==> src/rtl/uart_rx_if.sv <==
// Serial-receive bundle between the line/tick source and the uart_rx core.
// The master drives the line and the sample tick; the slave returns the received data and status.
interface uart_rx_if;
  logic       s_tick;
  logic       rx;
  logic [7:0] dout;
  logic       rx_done_tick;
  logic       frame_err;
  logic       busy;

  modport master (
    output s_tick, rx,
    input  dout, rx_done_tick, frame_err, busy
  );

  modport slave (
    input  s_tick, rx,
    output dout, rx_done_tick, frame_err, busy
  );
endinterface

==> src/rtl/uart_rx.sv <==
// UART receiver with 16x oversampling: centre-samples DBIT data bits, LSB first.
// Stop-bit length is set by SB_TICK; framing errors are flagged, and the frame is still delivered.
module uart_rx #(
  parameter int DBIT    = 8,
  parameter int SB_TICK = 16
) (
  input  logic     clk,
  input  logic     rst,
  uart_rx_if.slave bus
);
  typedef enum logic [1:0] {IDLE, START, DATA, STOP} state_t;

  localparam logic [2:0]  LAST_BIT  = 3'(DBIT - 1);
  // While in STOP, {n, s} acts as one 7-bit counter, so stop lengths above 16 ticks fit.
  localparam logic [6:0]  STOP_LAST = 7'(SB_TICK - 1);
  localparam int unsigned JUSTIFY   = 8 - DBIT;

  state_t     state_r;
  logic [3:0] s_r;
  logic [2:0] n_r;
  logic [7:0] b_r;
  logic [7:0] dout_r;
  logic       done_r;
  logic       ferr_r;
  logic       busy_r;

  // Receive FSM: state, counters, shift register and registered outputs.
  always_ff @(posedge clk or negedge rst) begin
    if (!rst) begin
      state_r <= IDLE;
      s_r     <= 4'd0;
      n_r     <= 3'd0;
      b_r     <= 8'd0;
      dout_r  <= 8'd0;
      done_r  <= 1'b0;
      ferr_r  <= 1'b0;
      busy_r  <= 1'b0;
    end else begin
      done_r <= 1'b0;
      case (state_r)
        IDLE: begin
          if (!bus.rx) begin
            state_r <= START;
            s_r     <= 4'd0;
            busy_r  <= 1'b1;
          end
        end
        START: begin
          if (bus.s_tick) begin
            if (s_r == 4'd7) begin
              s_r <= 4'd0;
              if (!bus.rx) begin
                state_r <= DATA;
                n_r     <= 3'd0;
              end else begin
                state_r <= IDLE;
                busy_r  <= 1'b0;
              end
            end else begin
              s_r <= s_r + 4'd1;
            end
          end
        end
        DATA: begin
          if (bus.s_tick) begin
            if (s_r == 4'd15) begin
              s_r <= 4'd0;
              b_r <= {bus.rx, b_r[7:1]};
              if (n_r == LAST_BIT) begin
                state_r <= STOP;
                n_r     <= 3'd0;
              end else begin
                n_r <= n_r + 3'd1;
              end
            end else begin
              s_r <= s_r + 4'd1;
            end
          end
        end
        STOP: begin
          if (bus.s_tick) begin
            if ({n_r, s_r} == STOP_LAST) begin
              state_r <= IDLE;
              s_r     <= 4'd0;
              n_r     <= 3'd0;
              busy_r  <= 1'b0;
              done_r  <= 1'b1;
              dout_r  <= b_r >> JUSTIFY;
              ferr_r  <= ~bus.rx;
            end else begin
              {n_r, s_r} <= {n_r, s_r} + 7'd1;
            end
          end
        end
        default: begin
          state_r <= IDLE;
          s_r     <= 4'd0;
          n_r     <= 3'd0;
          busy_r  <= 1'b0;
        end
      endcase
    end
  end

  assign bus.dout         = dout_r;
  assign bus.rx_done_tick = done_r;
  assign bus.frame_err    = ferr_r;
  assign bus.busy         = busy_r;
endmodule

==> src/flat_wrapper.sv <==
// flat-port wrapper written by rule: the top's interface ports become plain ports
module uart_rx_flat 
#(
  parameter int DBIT    = 8,
  parameter int SB_TICK = 16
)
  (clk, rst, bus_s_tick, bus_rx, bus_dout, bus_rx_done_tick, bus_frame_err, bus_busy);
  uart_rx_if bus_i ();
  input  logic clk;
  input  logic rst;
  input wire logic [$bits(bus_i.s_tick)-1:0] bus_s_tick;
  input wire logic [$bits(bus_i.rx)-1:0] bus_rx;
  output wire logic [$bits(bus_i.dout)-1:0] bus_dout;
  output wire logic [$bits(bus_i.rx_done_tick)-1:0] bus_rx_done_tick;
  output wire logic [$bits(bus_i.frame_err)-1:0] bus_frame_err;
  output wire logic [$bits(bus_i.busy)-1:0] bus_busy;
  assign bus_i.s_tick = bus_s_tick;
  assign bus_i.rx = bus_rx;
  assign bus_dout = bus_i.dout;
  assign bus_rx_done_tick = bus_i.rx_done_tick;
  assign bus_frame_err = bus_i.frame_err;
  assign bus_busy = bus_i.busy;
  uart_rx #(.DBIT(DBIT), .SB_TICK(SB_TICK)) u_core (.clk(clk), .rst(rst), .bus(bus_i));
endmodule
==> config.mk <==
export PLATFORM = sky130hd
export DESIGN_NAME = uart_rx_flat
export DESIGN_NICKNAME = d
export VERILOG_FILES = /design/src/rtl/uart_rx_if.sv /design/src/rtl/uart_rx.sv /design/src/flat_wrapper.sv
export SDC_FILE = /design/constraint.sdc
export NUM_CORES = 1
export LEC_CHECK = 0
export CORE_UTILIZATION = 30
export CTS_BUF_LIST = sky130_fd_sc_hd__clkbuf_8
export DETAILED_ROUTE_END_ITERATION = 8
export HOLD_SLACK_MARGIN = 0.03
export PLACE_DENSITY = 0.5
export SLEW_MARGIN = 25
export SYNTH_ARGS = -nofsm -noshare
export SYNTH_HDL_FRONTEND = slang
export SYNTH_SLANG_ARGS = --single-unit
==> constraint.sdc <==
create_clock -name clk -period 1.8 [get_ports clk]
set_input_delay 0.54 -clock clk [delete_from_list [all_inputs] [get_ports clk]]
set_output_delay 0.54 -clock clk [all_outputs]
set_load 0.03 [all_outputs]
==> results.yml <==
run_status:
  status: "complete, no violations"
logic_synthesis:
  synth_seq_cells: 28
  synth_flop_cell: "dfrtp_1"
  postSynthNetCount: 129
  synth_sequential_area_ratio: 0.500
  number_of_distinct_standard_cells_referenced_by_the_synthesized_netlist: 39
  synthesis.area_um2: 1400
  synthArstFlopShare: 1.00
  post_synth_inst_count: 121
  syn_area_per_cell_um2: 11.6
  synth_edf_count: 0
  synthesis.yosys.warnings: 0
global_route:
  vias_in_the_first_global_route: 1074
  grt_antenna_before_repair: 0
  grt_pass1_wl_um: 5160
  global_route.usage.total: 0.128
  grt_overflow_total: 0
  largest_net_degree_at_the_start_of_global_routing: 29
timing:
  post-route-min-period_ns: 1.67
  worst_slack_ns: 0.134
  relSlewSlack: 0.752
  finalHoldWorstSlack_ns: 0.516
  worstMarginPinSlew_ns: 0.372
  fin_crit_sh: 0.926
  finalSetupViolations: 0
  timing.fmax_ghz: 0.600
  finalClockSkew_ns: 0.00912
  hold_viol: 0
  rsz0062_at_grt: "no"
  maxSlewViolCount: 0
cts:
  ctsLongestPathBuffers: 2
  clkSlewWorstSetupHoldPaths_ns: 0.11
  tritoncts_num_sinks: 28
  cts_tree: "yes"
  clock_tree.root_cell: "clkbuf_8"
  ctsHoldBuffers: 0
  number_of_buffers_inserted_during_clock_tree_synthesis: 3
  clock_latency_ns: 0.28
  cts.htree.levels: 1
  postCtsSetupBuffers: 0
layout:
  count_of_antenna_diodes_in_the_layout: 0
  final_common_cell: "dfrtp_1"
  commonest_cells_after_routing_fill_and_taps_aside: "dfrtp_1 (27), mux2_2 (18), buf_4 (16)"
  area_delta_synth_final_pct: 28.3
  finish.cell_count_without_fillers: 203
  finish.utilization: 0.407
  nets: 160
  post_route_cells_drive_above_1_share: 0.344
detailed_routing:
  dr.first_iter.drc_count: 98
  antenna_violating_nets_post_route: 0
  drcViolationCount: 0
  avgViaCountPerCell: 5.12
  via_count: 1040
  wl_per_cell_um: 14.4
  routed_wl_um: 2930
  first_pass_iters: 4
floorplan:
  fp.coreArea_um2: 4410
  start_util: 0.317
  die_h_um: 70.3
  site_rows: 24
  die_area_um2: 4940
  io_pins: 15
  fp.dieW_um: 70.3
critical_path:
  cp-end-kind: "register"
  worst-path-max-fanout: 3
  cp-start-kind: "primary input"
  timing.critical_path.buf_inv: 1
  arrival_ns: 1.84
  crit_cells: 4
  cpLargestDelayFamily: "compound AO/OA/AOI/OAI gates"
  rr_worst_depth: 5
  cell_by_cell_listing_of_the_critical_path: "clkdlybuf4s50_1 > o32ai_2 > o211ai_1 > a221o_2"
  worst_ep_required_time_ns: 1.97
  worstSetupPathType: "primary input to register"
  cp_max_stage_delay_ns: 0.45
  critical_path.slowest_cell: "clkdlybuf4s50_1"
pwr:
  power.leakage_nw: 0.852
  irDropWorstVdd_v: 0.000567
  power_per_cell_area_nw_per_um2: 1060
job:
  max_cap_viol_count: 0
place:
  dp_hpwl_um: 2010
  place.port_buffers: 14
  place_inst: 198
  dp_worst_setup_slack_ns: -0.327
  routabilityCongestion: 0.810
worst_hold_path:
  holdCritPathClass: "register to register"
  whs_path_depth: 1
==> cell type report <==
type | count | area (um^2)
clock buffers | 3 | 41.3
clock inverters | 1 | 30.0
fillers | 430 | 2620
inverters | 8 | 30.0
multi-input cells | 79 | 667
flip-flops and latches | 28 | 702
well taps | 52 | 65.1
repair buffers | 32 | 262
==> registers in the layout (all words and copies together), names as in the netlist, named ones only <==
register                 cells
u_core.b_r                   8
u_core.bus.dout              8
u_core.s_r                   4
u_core.n_r                   3
u_core.bus.busy              1
u_core.bus.frame_err         1
u_core.bus.rx_done_tick      1
u_core.state_r               1
==> where the power goes <==
part           switching, mW  internal (mW)
sequential             0.134          0.740
combinational          0.242          0.281
clock                  0.209          0.298
total                  0.586           1.32
==> through the flow <==
step / instance area, um^2 / TNS [ns] / power [mW]
after floorplan: 1400 / 0 / 1.18
after global placement: 1700 / -6.45 / 1.36
after detailed placement: 1700 / -6.68 / 1.36
final: 1800 / 0 / 1.90
after global routing: 1800 / 0 / 2.02
after CTS: 1760 / 0 / 1.87
==> repair_timing <==
item	4_1_cts	5_1_grt
pin swaps	0	1
gates resized for setup	13	8
cloned	0	1
endpoints found under the hold margin	0	0
endpoints found under the setup margin	27	12
==> worst paths after layout <==
check	from	end	slack (ns)
worst max-delay path	bus_rx	u_core.n_r[1]	0.13
min in group asynchronous	rst	u_core.s_r[2]	0.63
worst min-delay path	u_core.bus.dout[7]	u_core.bus.dout[7]	0.52
max in group asynchronous	rst	u_core.state_r[0]	0.88
worst max register to register	u_core.s_r[0]	u_core.n_r[1]	0.14
worst min register to register	u_core.bus.dout[7]	u_core.bus.dout[7]	0.52
==> synth_stat cells (all sizes together), types with 2 or more instances <==
| cell type | count | share of area |
|---|---|---|
| nand3b | 2 | 0.011 |
| nand3 | 4 | 0.018 |
| nor4 | 2 | 0.020 |
| nor3 | 2 | 0.0071 |
| a31oi | 3 | 0.013 |
| nor2 | 5 | 0.013 |
| o21ai | 3 | 0.011 |
| inv | 8 | 0.021 |
| buf | 5 | 0.021 |
| and3 | 3 | 0.015 |
| a221o | 2 | 0.016 |
| mux2 | 18 | 0.14 |
| nand2 | 6 | 0.016 |
| dfrtp | 28 | 0.50 |
| a21oi | 8 | 0.029 |
| ha | 4 | 0.036 |
==> cells by family after synthesis <==
kind of cell,after synthesis,synth area share
simple gates,29,0.126
flops,28,0.500
buf+inv,14,0.0456
fa+ha+maj,4,0.0357
mux,19,0.152
xor+xnor,1,0.00626
compound gates,26,0.134
==> per-layer routing <==
layer	global-route usage	share of wire	wire length, um	vias to the layer above
met5	0	0	0	-
met4	0.0133	0.0051	15	0
met3	0.0317	0.038	111	2
met2	0.215	0.49	1420	28
met1	0.171	0.47	1380	510
li1	-	-	-	500
Note: power is estimated with default switching activity, not from simulation.
